--- src/rtl/morse_sequencer.sv ---
// morse_sequencer
// Message-level controller for the single-letter Morse transmitter. Queues
// letter indices and word spaces, feeds them to the transmitter one at a
// time, and watches the transmitter's led to tell when a letter has ended.
//
// Ports
//   clk          transmitter clock, one Morse time unit per cycle
//   reset        asynchronous active-low reset
//   push         enqueue push_letter (0..7 = A..H, 4'hF = word space)
//   push_letter  entry to enqueue
//   abort        flush the queue and return to IDLE
//   led          transmitter led output, monitored
//   xmit         one-cycle transmit strobe
//   letter       letter index to the transmitter, held between strobes
//   full, empty  FIFO status
//   count        FIFO occupancy
//   busy         sequencer not in IDLE
//   done         one-cycle pulse when a letter or space completes
//   err          one-cycle pulse on timeout, invalid entry or dropped push
//
// state      | meaning
// -----------+-----------------------------------------------------
// IDLE       | pop the next entry when the queue is not empty
// XMIT       | issue the strobe, arm the led-rise timeout
// WAIT_HIGH  | wait for led to rise; timeout raises err
// WAIT_QUIET | wait for QUIET consecutive low led cycles
// SPACE      | hold off WORD_GAP cycles for a word space
module morse_sequencer #(
   parameter int DEPTH    = 8,
   parameter int QUIET    = 3,
   parameter int WORD_GAP = 7,
   parameter int TIMEOUT  = 4
) (
   input  logic                     clk,
   input  logic                     reset,
   input  logic                     push,
   input  logic [3:0]               push_letter,
   input  logic                     abort,
   input  logic                     led,
   output logic                     xmit,
   output logic [3:0]               letter,
   output logic                     full,
   output logic                     empty,
   output logic [$clog2(DEPTH):0]   count,
   output logic                     busy,
   output logic                     done,
   output logic                     err
);

   localparam int AW      = $clog2(DEPTH);
   localparam int CNT_MAX = (QUIET > WORD_GAP)
                            ? ((QUIET > TIMEOUT) ? QUIET : TIMEOUT)
                            : ((WORD_GAP > TIMEOUT) ? WORD_GAP : TIMEOUT);
   localparam int CW      = (CNT_MAX > 1) ? $clog2(CNT_MAX) : 1;

   // cnt is a down-counter: each wait loads its limit minus one and the
   // terminal count of zero marks the final cycle of the wait.
   localparam logic [CW-1:0] QUIET_LD   = CW'(QUIET - 1);
   localparam logic [CW-1:0] GAP_LD     = CW'(WORD_GAP - 1);
   localparam logic [CW-1:0] TIMEOUT_LD = CW'(TIMEOUT - 1);

   typedef enum logic [2:0] {
      S_IDLE,
      S_XMIT,
      S_WAIT_HIGH,
      S_WAIT_QUIET,
      S_SPACE
   } state_t;

   state_t          state_q, state_d;
   logic [CW-1:0]   cnt_q, cnt_d;
   logic [3:0]      letter_q, letter_d;
   logic            xmit_q, xmit_d;
   logic            done_q, done_d;
   logic            err_q, err_d;
   logic [AW-1:0]   wr_ptr_q, wr_ptr_d;
   logic [AW-1:0]   rd_ptr_q, rd_ptr_d;
   logic [AW:0]     count_q, count_d;
   logic [3:0]      mem_q [DEPTH];

   logic            push_ok;
   logic            pop;
   logic [3:0]      head;

   assign full    = (count_q == (AW+1)'(DEPTH));
   assign empty   = (count_q == '0);
   assign busy    = (state_q != S_IDLE);
   assign head    = mem_q[rd_ptr_q];
   assign push_ok = push && !full && !abort;

   assign xmit    = xmit_q;
   assign letter  = letter_q;
   assign done    = done_q;
   assign err     = err_q;
   assign count   = count_q;

   always_comb begin
      state_d  = state_q;
      cnt_d    = cnt_q;
      letter_d = letter_q;
      xmit_d   = 1'b0;
      done_d   = 1'b0;
      // A push into a full queue is dropped even if IDLE pops this cycle.
      err_d    = push && full && !abort;
      pop      = 1'b0;
      if (abort) begin
         state_d = S_IDLE;
      end else begin
         case (state_q)
            S_IDLE: begin
               if (!empty) begin
                  pop = 1'b1;
                  if (head == 4'hF) begin
                     cnt_d   = GAP_LD;
                     state_d = S_SPACE;
                  end else if (!head[3]) begin
                     letter_d = head;
                     state_d  = S_XMIT;
                  end else begin
                     err_d = 1'b1;
                  end
               end
            end
            S_XMIT: begin
               xmit_d  = 1'b1;
               cnt_d   = TIMEOUT_LD;
               state_d = S_WAIT_HIGH;
            end
            S_WAIT_HIGH: begin
               if (led) begin
                  cnt_d   = QUIET_LD;
                  state_d = S_WAIT_QUIET;
               end else if (cnt_q == '0) begin
                  err_d   = 1'b1;
                  state_d = S_IDLE;
               end else begin
                  cnt_d = cnt_q - CW'(1);
               end
            end
            S_WAIT_QUIET: begin
               if (led) begin
                  cnt_d = QUIET_LD;
               end else if (cnt_q == '0) begin
                  done_d  = 1'b1;
                  state_d = S_IDLE;
               end else begin
                  cnt_d = cnt_q - CW'(1);
               end
            end
            S_SPACE: begin
               if (cnt_q == '0) begin
                  done_d  = 1'b1;
                  state_d = S_IDLE;
               end else begin
                  cnt_d = cnt_q - CW'(1);
               end
            end
            default: state_d = S_IDLE;
         endcase
      end
   end

   always_comb begin
      wr_ptr_d = wr_ptr_q;
      rd_ptr_d = rd_ptr_q;
      count_d  = count_q;
      if (abort) begin
         wr_ptr_d = '0;
         rd_ptr_d = '0;
         count_d  = '0;
      end else begin
         if (push_ok) wr_ptr_d = wr_ptr_q + AW'(1);
         if (pop)     rd_ptr_d = rd_ptr_q + AW'(1);
         case ({push_ok, pop})
            2'b10:   count_d = count_q + (AW+1)'(1);
            2'b01:   count_d = count_q - (AW+1)'(1);
            default: count_d = count_q;
         endcase
      end
   end

   always_ff @(posedge clk) begin
      if (push_ok) mem_q[wr_ptr_q] <= push_letter;
   end

   always_ff @(posedge clk or negedge reset) begin
      if (!reset) begin
         state_q  <= S_IDLE;
         cnt_q    <= '0;
         letter_q <= '0;
         xmit_q   <= 1'b0;
         done_q   <= 1'b0;
         err_q    <= 1'b0;
         wr_ptr_q <= '0;
         rd_ptr_q <= '0;
         count_q  <= '0;
      end else begin
         state_q  <= state_d;
         cnt_q    <= cnt_d;
         letter_q <= letter_d;
         xmit_q   <= xmit_d;
         done_q   <= done_d;
         err_q    <= err_d;
         wr_ptr_q <= wr_ptr_d;
         rd_ptr_q <= rd_ptr_d;
         count_q  <= count_d;
      end
   end

endmodule

--- config.mk ---
export PLATFORM = sky130hd
export DESIGN_NAME = morse_sequencer
export DESIGN_NICKNAME = d
export VERILOG_FILES = /design/src/rtl/morse_sequencer.sv
export SDC_FILE = /design/constraint.sdc
export NUM_CORES = 1
export LEC_CHECK = 0
export CAP_MARGIN = 20
export CORE_UTILIZATION = 36
export CTS_BUF_LIST = sky130_fd_sc_hd__clkbuf_8 sky130_fd_sc_hd__clkbuf_16
export CTS_CLUSTER_DIAMETER = 100
export DETAILED_ROUTE_END_ITERATION = 6
export GPL_ROUTABILITY_DRIVEN = 0
export GPL_TIMING_DRIVEN = 0
export PLACE_DENSITY_LB_ADDON = 0.12
export SLEW_MARGIN = 20
export SYNTH_ARGS = -nofsm -noshare
export SYNTH_HDL_FRONTEND = slang
export SYNTH_SLANG_ARGS = --single-unit
export TNS_END_PERCENT = 100
--- constraint.sdc ---
create_clock -name clk -period 3.2 [get_ports clk]
set_input_delay 0.8 -clock clk [delete_from_list [all_inputs] [get_ports clk]]
set_output_delay 0.8 -clock clk [all_outputs]
set_load 0.1 [all_outputs]
==> Word-level counts from Yosys, hierarchy flattened <==
Memory sizes are Yosys's and may differ from the RTL's.
Cells that the tools add are included.
{ "word_totals": {"register_bits": 22, "ram_bits": 32, "out_inout_bits": 14, "wordCells": 87, "mem_count": 1} }
{ "mem_list": {"columns": ["name", "words", "word_bits", "rd", "rd_clocked_by_memory_dff", "wr", "line", "source"], "rows": [
  ["mem_q", 8, 4, 1, 0, 1, "79", "logic [3:0] mem_q [DEPTH];"]
]} }
{ "op_classes": {"n_addsub": 5, "n_eq_ne": 13, "muxes": 37, "bitwise": 4, "n_reduce_logical": 18} }
{ "ops": {"columns": ["cell", "count"], "rows": [
  ["2-to-1 mux 3 bit", 15],
  ["2-to-1 mux 1 bit", 16],
  ["case mux 3 bit (5 select lines)", 1],
  ["case mux 3 bit (4 select lines)", 1],
  ["== test 4 bit, second input constant", 2],
  ["case mux 4 bit (2 select lines)", 1],
  ["adder 3 x 1 -> 3 bit, second input constant", 2],
  ["== test 3 x 2 -> 1 bit, second input constant", 2],
  ["logical NOT 3 bit", 2],
  ["!= test 3 bit, second input constant", 2],
  ["nonzero test 3 bit", 2],
  ["AND reduction 5 bit", 1],
  ["adder 4 x 1 -> 4 bit, second input constant", 1],
  ["logical AND 1 bit", 4],
  ["logical NOT 4 bit", 1],
  ["2-to-1 mux 4 bit", 1],
  ["!= test 2 bit, second input constant", 2],
  ["!= test 4 bit, second input constant", 1],
  ["NOT 1 bit", 4],
  ["case mux 1 bit (2 select lines)", 2],
  ["AND reduction 4 bit", 1],
  ["nonzero test 2 bit", 2],
  ["nonzero test 4 bit", 1],
  ["subtractor 4 x 1 -> 4 bit, second input constant", 1],
  ["8 further kinds", 9]
]} }

==> Longest topological paths before layout <==
Gate-level depths: netlist (run 1).
{ "depth": {"ltp_word": 8, "mapped_depth": 9, "mapped_depth_nobuf": 9} }

==> Worst setup path before layout (run 1) <==
OpenSTA, ideal clock, no wires.
{ "synth_path": {"path_kind": "reg2reg", "start": "register count_q[3], in the netlist count[3]", "end": "register count_q[3], in the netlist count[3]", "setup_time_ns": 0.132, "arrival_time_ns": 3.824, "required_time_ns": 3.068, "path_slack_ns": -0.756, "path_stages_with_launch": 10, "n_path_buf": 0, "synth_period_minus_slack_ns": 3.956, "cell_sequence": "dfrtp_1 -> nor4b_4 -> nor2_1 -> nor3_2 -> ha_1 -> a31oi_1 -> a2111oi_2 -> a31oi_1 -> xor2_1 -> nor2_1"} }
{ "synth_via": {"elab_chain_len": 7, "elab_cells_between_ends": 15, "cone_classes": "2 x add/sub; 3 x eq/ne; 5 x mux; 5 x reduce/logical"} }
{ "synth_rtl": {"columns": ["element", "line", "source"], "rows": [
  ["from (decl)", "78", "logic [AW:0] count_q, count_d;"],
  ["from (signal assigned)", "206", "count_q <= count_d;"],
  ["== test 4 bit (*)", "85", "assign full = (count_q == (AW+1)'(DEPTH));"],
  ["net full", "42", "output logic full,"],
  ["logical NOT 1 bit (*)", "89", "assign push_ok = push && !full && !abort;"],
  ["logical AND 1 bit (*) (2 in series)", "89", null],
  ["== test 2 x 1 -> 1 bit / == test 2 bit (equally long branches)", "174", "case ({push_ok, pop})"],
  ["case mux 4 bit (2 select lines)", "174", null],
  ["2-to-1 mux 4 bit", "167", "if (abort) begin"]
]} }
The timed path passes the listed nets; every way through them passes the cells marked *.
A chain may end at the register's enable or synchronous reset.

==> Worst setup path in the final report (run 1) <==
{ "layout_path": {"start": "register count_q[0], in the netlist count[0]", "end": "output port full"} }
{ "layout_via": {"elab_chain_len": 1} }
{ "layout_rtl": {"columns": ["element", "line"], "rows": [
  ["== test 4 bit", "85"],
  ["to (decl)", "42"]
]} }
No other way between the ends.

==> summary.txt, run 1 <==
Run status
  • Status: complete, no violations

Detailed routing
  • DRC violations left: 0
  • Initial DRC count: 67
  • DR WL/cell: 15.1 um
  • Via Count: 1623
  • Met1 Wirelength: 2520 um
  • DR WL met2: 2230 um
  • Routed wl met3: 173 um
  • Highest metal used: met4
  • DRT antenna net count: 0
  • Via/cell ratio: 4.92
  • TritonRoute pass-1 iters: 4
  • Final WL: 4970 um

Worst setup path
  • Type of origin of the critical path: flip-flop
  • Reg-to-reg setup timing slack: 0.66 ns
  • Crit Path Class: reg -> out
  • Crit path DAT: 2.23 ns
  • Crit path max fanout: 7
  • Worst EP required: 2.40 ns
  • Critical Path Sink Type: output port

Timing
  • Fmax achieved: 330 MHz
  • RSZ-0062 raised after global routing: no
  • Worst Hold Slack: 0.459 ns
  • Clock Skews: 0.00300 ns
  • Fin crit share: 94.7%
  • Tightest Pin Transition: 0.974 ns
  • Final Max Tran Viols: 0
  • Rel. slew slack: 34.8%
  • # setup viols final: 0
  • Final min period: 3.03 ns
  • Hold Vio Cnt, Final: 0

Pwr
  • Total power: 2.81 mW
  • Worst vdd ir: 662 uV
  • Power density over the cells: 910 nW/um2
  • LEAKAGE: 1.11 nW

Yosys
  • Net Count, Synth: 219
  • Synthesized flop and latch total: 54
  • Sequential area share after synthesis: 56.9%
  • Syn. warnings: 0
  • Cells after Synth: 204
  • Post-synth EDFFs: 32
  • Top FF cell, synth: edfxtp_1
  • Synth cell types: 51
  • Async S/R FF share, synth: 40.7%
  • Mapped Area: 2660 um2
  • Syn_area_per_cell: 13.0 um2

Layout
  • Nets: 248
  • Area Overhead vs Synth: 16.1%
  • Commonest non-fill, non-tap cells in the layout: edfxtp_1 (32), nor2_1 (19), nand2_1 (18), dfrtp_1 (18), clkdlybuf4s50_1 (18)
  • Antenna Cells: 0
  • Layout cell share with drive strength beyond 1: 19.2%
  • Sequential standard cell area: 1520 um2
  • Area of the multi-input gates: 1070 um2
  • Filler Cell Count: 632
  • Most common cell after layout, fill and taps aside: edfxtp_1

Die
  • Core Footprint: 6940 um2
  • Die area: 7730 um2
  • I/O pin total: 23
  • FP Rows: 30
  • Initial Util: 38.3%
  • Die Ht: 87.9 um
  • Die W: 87.9 um

Clocking
  • Clock Root Buffer: clkbuf_8
  • TritonCTS clock tree: built
  • Total CTS buffers: 5
  • Clock Tree Buf Depth: 2
  • H-tree depth: 2
  • Sink Count: 54
  • Skew-Pair Late Insertion Delay: 0.30 ns
  • Worst-path clk slew: 0.09 ns

Placement
  • HPWL Detailed: 3600 um
  • Port Buf Inserts: 21

GRT
  • Remaining Overflow, GRT: 0
  • Pin count of the biggest net entering global routing: 23
  • First-pass GRT wire length: 8380 um
  • All-Layer GR Usage: 14.8%
  • Vias in the first global route: 1594
  • Antenna violations before repair: 0

Flow run
  • Max-cap violations: 0

Worst hold path
  • Hold Path Class: in -> async
## worst max-delay path, stage by stage (launching register included)
cell           delay, ns
dfrtp_4             0.54
nor4b_4             0.47
dlygate4sd2_1       0.92
## registers in the layout, indices dropped and copies added, names as in the netlist, 3 cells and up
signal and flops:
wr_ptr_q 3, cnt_q 3, count 4, rd_ptr_q 3, mem_q 32, state_q 3, letter 3
## layout make-up
cell class                 instances  area share (%)
tap                               96            3.90
buffer                             7            1.38
clock buffer                       5            2.23
sequential                        54            49.4
clock inverter                     3           0.406
inverter                          11            1.34
timing repair buffer              22            6.62
multi-input combinational        132            34.7
## timing repair
| action | CTS | global route |
|---|---|---|
| gates cloned | 0 | 0 |
| resized for setup | 3 | 1 |
| hold buffers | 0 | 0 |
| endpoints found under the setup margin | 2 | 1 |
| pin swaps | 0 | 0 |
| setup buffers | 0 | 0 |
## cell families (layout without fill, tap and decap cells)
| family | count (synthesis) | after routing | share of synthesized area (%) |
|---|---|---|---|
| other cells | 1 | 1 | 0.141 |
| xor+xnor | 9 | 9 | 3.67 |
| fa+ha+maj | 6 | 6 | 2.83 |
| buf+inv | 18 | 48 | 3.16 |
| mux | 16 | 16 | 10.5 |
| simple gates | 73 | 73 | 15.3 |
| flops | 54 | 54 | 56.9 |
| compound gates | 27 | 27 | 7.49 |
## Yosys cell counts, drive strengths merged, types with 2 or more instances
cell type / instances / share of area [%]
mux2i: 3 / 1.6
nor4: 5 / 1.2
nand3: 4 / 0.94
or3: 2 / 0.47
dfrtp: 22 / 21
clkbuf: 3 / 0.42
a31oi: 5 / 1.2
o21ai: 5 / 0.94
nor2: 20 / 3.1
inv: 11 / 1.6
a21oi: 7 / 1.3
mux4: 8 / 6.8
nor2b: 3 / 0.71
mux2: 5 / 2.1
xor2: 4 / 1.3
buf: 4 / 1.2
nor3: 9 / 2.3
edfxtp: 32 / 36
a211oi: 2 / 0.75
nand2b: 3 / 0.80
ha: 6 / 2.8
nand2: 20 / 3.0
xnor2: 5 / 2.4
## through the flow
| step | TNS [ns] | instances | setup slack (ns) | area (um2) | util [%] |
|---|---|---|---|---|---|
| final | 0 | 330 | 0.169 | 3080 | 44.4 |
| after floorplan | -0.460 | 204 | -0.359 | 2670 | - |
| after CTS | 0 | 329 | 0.0195 | 3080 | 44.4 |
| after global placement | -0.0350 | 321 | -0.00890 | 3000 | 43.2 |
| after detailed placement | -0.0176 | 321 | -0.00456 | 3000 | 43.2 |
| after global routing | 0 | 330 | 0.0692 | 3080 | 44.4 |
## power by group
part	leakage, nW	internal, mW	switching [mW]
registers	0.568	0.850	0.102
clock network	0.0429	0.147	0.211
logic	0.500	0.493	1.00
total	1.11	1.49	1.32
## final timing paths
path	from	endpoint	cells after the start
hold reg to reg	letter[0]	letter[0]	1
hold / removal	reset	letter[0]	1
setup reg to reg	count[0]	count[3]	9
min in group clk	letter[0]	letter[0]	1
max in group asynchronous	reset	count[0]	1
setup / recovery	count[0]	full	2
## layer usage
layer / GRT usage, % / vias up
met5: 0 / -
met4: 3.13 / 0
met3: 3.96 / 7
met2: 22.3 / 25
met1: 21.4 / 782
li1: - / 809
(Power assumes the default switching activity.)
==> run 2, diff against run 1 <==
--- a/config.mk
+++ b/config.mk
@@ -9,6 +9,7 @@
 export CORE_UTILIZATION = 36
 export CTS_BUF_LIST = sky130_fd_sc_hd__clkbuf_8 sky130_fd_sc_hd__clkbuf_16
 export CTS_CLUSTER_DIAMETER = 100
+export CTS_CLUSTER_SIZE = 16
 export DETAILED_ROUTE_END_ITERATION = 6
 export GPL_ROUTABILITY_DRIVEN = 0
 export GPL_TIMING_DRIVEN = 0
==> constraint.sdc (replaced) <==
create_clock -name clk -period 3.49 [get_ports clk]
set_input_delay 0.8725 -clock clk [delete_from_list [all_inputs] [get_ports clk]]
set_output_delay 0.8725 -clock clk [all_outputs]
set_load 0.1 [all_outputs]
==> summary.txt, run 2 (synthesis gave the netlist of run 1 again) <==
Placement
  • # placed instances: 321
  • HPWL Detailed: 3610 um
  • Port Buf Inserts: 21
  • Pre-CTS WS: 0.237 ns

Clocking
  • H-tree depth: 2
  • Clock Tree Buf Depth: 2
  • Sink Count: 54
  • Worst-path clk slew: 0.09 ns
  • Total CTS buffers: 5
  • Skew-Pair Late Insertion Delay: 0.30 ns
  • TritonCTS clock tree: built
  • Clock Root Buffer: clkbuf_8

Detailed routing
  • Via Count: 1651
  • DRT antenna net count: 0
  • Initial DRC count: 55
  • Via/cell ratio: 5.02
  • DR WL/cell: 15.0 um
  • Final WL: 4950 um
  • TritonRoute pass-1 iters: 4
  • DRC violations left: 0

GRT
  • Remaining Overflow, GRT: 0
  • Vias in the first global route: 1609
  • All-Layer GR Usage: 14.2%
  • Pin count of the biggest net entering global routing: 23
  • Antenna violations before repair: 0
  • First-pass GRT wire length: 8190 um

Worst setup path
  • Critical Path Slowest Stage Cell: clkdlybuf4s50_1
  • Crit path DAT: 2.51 ns
  • Worst R2R Start: count[0]
  • Crit Path Class: reg -> out
  • Worst EP required: 2.62 ns
  • Crit-path max cell delay: 1.22 ns
  • Worst path cell trace: nor4b_4 > clkdlybuf4s50_1
  • Worst flop-to-flop path endpoint: count[3]
  • Type of origin of the critical path: flip-flop
  • Crit path buf inv count: 1
  • Crit path max fanout: 7
  • Worst path top cell family by delay: buffers and inverters
  • Reg-to-reg setup timing slack: 0.96 ns
  • Path depth of the worst reg2reg path: 9
  • Critical Path Sink Type: output port

Run status
  • Status: complete, no violations

Pwr
  • Total power: 2.57 mW
  • LEAKAGE: 1.10 nW
  • Worst vdd ir: 464 uV
  • Power density over the cells: 837 nW/um2

Worst hold path
  • Hold Path Class: reg -> reg
  • HP Start: letter[0]
  • Cells on Worst Hold Path: 1
  • Hold EP: letter[0]

Layout
  • Antenna Cells: 0
  • Largest Register: mem_q
  • Commonest non-fill, non-tap cells in the layout: edfxtp_1 (32), nor2_1 (19), clkdlybuf4s50_1 (19)
  • Area Overhead vs Synth: 15.7%
  • Final Non-Filler Cells: 329
  • Max reg flops: 32
  • Layout cell share with drive strength beyond 1: 17.6%
  • Nets: 247
  • Most common cell after layout, fill and taps aside: edfxtp_1

Timing
  • Fmax achieved: 296 MHz
  • Rel. slew slack: 31.7%
  • Hold Vio Cnt, Final: 0
  • # setup viols final: 0
  • Final setup margin: 0.108 ns
  • Final Max Tran Viols: 0
  • Worst Hold Slack: 0.495 ns
  • Fin crit share: 96.9%
  • Clock Skews: 0.00639 ns
  • RSZ-0062 raised after global routing: no
  • Tightest Pin Transition: 1.01 ns
  • Final min period: 3.38 ns

Die
  • Initial Util: 38.3%
  • Core Footprint: 6940 um2
  • Die area: 7730 um2
  • I/O pin total: 23
  • Die W: 87.9 um
  • FP Rows: 30
  • Die Ht: 87.9 um

Flow run
  • Max-cap violations: 0
==> run 2: through the flow <==
| step | TNS (ns) | util [%] | cell area [um2] |
|---|---|---|---|
| finish | 0 | 44.3 | 3070 |
| global route | 0 | 44.3 | 3070 |
| CTS | 0 | 44.3 | 3080 |
| detailed placement | 0 | 43.2 | 3000 |
| global placement | 0 | 43.2 | 3000 |
| floorplan | -0.0694 | - | 2670 |
==> run 2: worst max-delay path by stage <==
stage | start | endpoint | slack (ns) | depth (start not counted)
floorplan | count[2] | count[3] | -0.07 | 9
global placement | push | mem_q[6][0] | 0.21 | 5
detailed placement | push | mem_q[6][1] | 0.24 | 5
CTS | count[0] | full | 0.1 | 2
global route | count[0] | full | 0.03 | 2
finish | count[0] | full | 0.11 | 2
==> run 2: area by class of cell <==
class | instances | area, um2
Buffer | 7 | 42.5
Clock buffer | 5 | 68.8
Clock inverter | 3 | 12.5
Fill cell | 642 | 3870
Inverter | 11 | 41.3
Multi-Input combinational cell | 132 | 1060
Sequential cell | 54 | 1520
Tap cell | 96 | 120
Timing Repair Buffer | 21 | 204
==> run 2: report_power, final <==
part / switching [mW] / internal (mW) / total [mW]
Combinational: 0.922 / 0.455 / 1.38
Clock: 0.190 / 0.135 / 0.325
Sequential: 0.0925 / 0.779 / 0.872
==> run 2: per-layer routing <==
metal  up-vias  global-route usage (%)  part of all wire [%]  wire length (um)
met3         6                    3.11                   3.6               178
met1       804                    20.0                    50              2470
li1        811                       -                     -                 -
met2        30                    22.1                    45              2240
met4         0                    4.17                   1.2                58
met5         -                       0                     0                 0
==> run 2: repair_timing <==
item / in CTS / in global routing
setup buffers: 0 / 0
setup endpoints to repair: 1 / 0
hold buffers: 0 / 0
resized for setup: 1 / 0
==> run 3, diff against run 2 <==
--- a/config.mk
+++ b/config.mk
@@ -6,6 +6,7 @@
 export NUM_CORES = 1
 export LEC_CHECK = 0
 export CAP_MARGIN = 20
+export CORE_ASPECT_RATIO = 0.75
 export CORE_UTILIZATION = 36
 export CTS_BUF_LIST = sky130_fd_sc_hd__clkbuf_8 sky130_fd_sc_hd__clkbuf_16
 export CTS_CLUSTER_DIAMETER = 100
@@ -13,6 +14,7 @@
 export DETAILED_ROUTE_END_ITERATION = 6
 export GPL_ROUTABILITY_DRIVEN = 0
 export GPL_TIMING_DRIVEN = 0
+export MAX_ROUTING_LAYER = met4
 export PLACE_DENSITY_LB_ADDON = 0.12
 export SLEW_MARGIN = 20
 export SYNTH_ARGS = -nofsm -noshare
==> summary.txt, run 3 (synthesis gave the netlist of run 1 again) <==
Clocking
  • Total CTS buffers: 5
  • Skew-Pair Late Insertion Delay: 0.31 ns
  • Clock Tree Buf Depth: 2
  • TritonCTS clock tree: built
  • Sink Count: 54
  • Post-CTS Setup Bufs: 0
  • H-tree depth: 2
  • Hold buffers post-CTS: 0
  • Clock Root Buffer: clkbuf_8
  • Worst-path clk slew: 0.10 ns
  • Post-CTS Resized: 1

Timing
  • Hold Vio Cnt, Final: 0
  • Final Max Tran Viols: 0
  • Tightest Pin Transition: 0.980 ns
  • Clock Skews: 0.00900 ns
  • Final min period: 3.39 ns
  • Worst Hold Slack: 0.515 ns
  • Fmax achieved: 295 MHz
  • Fin crit share: 97.2%
  • Rel. slew slack: 34.5%
  • RSZ-0062 raised after global routing: no
  • # setup viols final: 0

Detailed routing
  • DRT antenna net count: 0
  • TritonRoute pass-1 iters: 4
  • Met1 Wirelength: 2630 um
  • Routed wl met3: 265 um
  • Highest metal used: met4
  • Via Count: 1654
  • DR WL met2: 2030 um
  • Initial DRC count: 57
  • Final WL: 4970 um
  • Via/cell ratio: 4.98
  • DR WL/cell: 15.0 um
  • DRC violations left: 0

Worst setup path
  • Worst path cell trace: nor4b_4 > clkdlybuf4s50_1
  • Path depth of the worst reg2reg path: 9
  • Crit Path Class: reg -> out
  • Crit-path max cell delay: 1.22 ns
  • Critical Path Slowest Stage Cell: clkdlybuf4s50_1
  • Worst R2R Start: count[0]
  • Crit path buf inv count: 1
  • Critical Path Stages: 2
  • Critical Path Start: count[0]
  • Worst EP required: 2.62 ns
  • Worst path top cell family by delay: buffers and inverters
  • Critical Path Sink Type: output port
  • Crit path max fanout: 7
  • Type of origin of the critical path: flip-flop
  • Crit path DAT: 2.52 ns

Placement
  • Port Buf Inserts: 21
  • HPWL Detailed: 3670 um
  • Cell Area, Placed: 3030 um2
  • # placed instances: 324

Die
  • Initial Util: 38.2%
  • Core Footprint: 6960 um2
  • Die area: 7730 um2
  • Die W: 101 um
  • FP Rows: 26
  • Die Ht: 76.4 um
  • I/O pin total: 23

Worst hold path
  • HP Start: letter[1]
  • Hold Path Class: reg -> reg
  • Cells on Worst Hold Path: 1

Pwr
  • LEAKAGE: 1.13 nW
  • Power density over the cells: 847 nW/um2
  • Worst vdd ir: 585 uV
  • Total power: 2.66 mW

GRT
  • Pin count of the biggest net entering global routing: 16
  • Vias in the first global route: 1654
  • Antenna violations before repair: 0
  • All-Layer GR Usage: 15.0%
  • Remaining Overflow, GRT: 0
  • First-pass GRT wire length: 8490 um

Flow run
  • Max-cap violations: 0

Layout
  • Layout cell share with drive strength beyond 1: 17.9%
  • Most common cell after layout, fill and taps aside: edfxtp_1
  • Final core occ: 45.0%
  • Final Non-Filler Cells: 332
  • Nets: 249
  • Antenna Cells: 0
  • Filler Cell Count: 657
  • Final Cell Area: 3140 um2
  • Largest Register: mem_q
  • Commonest non-fill, non-tap cells in the layout: edfxtp_1 (32), clkdlybuf4s50_1 (20), nor2_1 (19)
  • Area Overhead vs Synth: 18.0%
  • Max reg flops: 32

Run status
  • Status: complete, no violations
## run 3: changes by cell type in the layout (fill, tap and decap cells not counted), sizes merged
cell           before  now
inv                12   11
clkbuf              8    9
bufinv              0    1
clkinvlp            1    0
clkdlybuf4s50      19   20
## run 3: layout make-up
class | instances | area, um2 | area share (%)
repair buffers | 23 | 241 | 7.70
clock buffers | 5 | 68.8 | 2.19
multi-input cells | 132 | 1060 | 33.8
clock inverters | 2 | 33.8 | 1.08
well taps | 98 | 123 | 3.91
inverters | 11 | 41.3 | 1.32
plain buffers | 7 | 42.5 | 1.36
flip-flops and latches | 54 | 1520 | 48.6
## run 3: path summary, 6_finish.rpt
path	endpoint	slack, ns
max in group asynchronous	count[0]	2.13
max	full	0.1
min	letter[1]	0.51
min reg2reg	letter[1]	0.51
max reg2reg	count[3]	0.94
min in group asynchronous	done	0.89
## run 3: report_power, final
| group | switching, mW | total, mW | internal (mW) |
|---|---|---|---|
| registers | 0.0929 | 0.872 | 0.779 |
| logic | 0.919 | 1.38 | 0.460 |
| clock network | 0.197 | 0.405 | 0.208 |
| total | 1.21 | 2.66 | 1.45 |
## run 3: per-stage QoR
stage               worst slack [ns]  setup TNS (ns)
finish                        0.0992               0
detailed placement             0.203               0
global placement               0.181               0
floorplan                    -0.0694         -0.0694
CTS                           0.0607               0
global route                 0.00127               0
## run 3: per-layer routing
metal,up-vias,global-route usage [%]
met5,-,-
li1,813,-
met4,0,3.04
met3,4,4.50
met2,41,19.9
met1,796,22.5
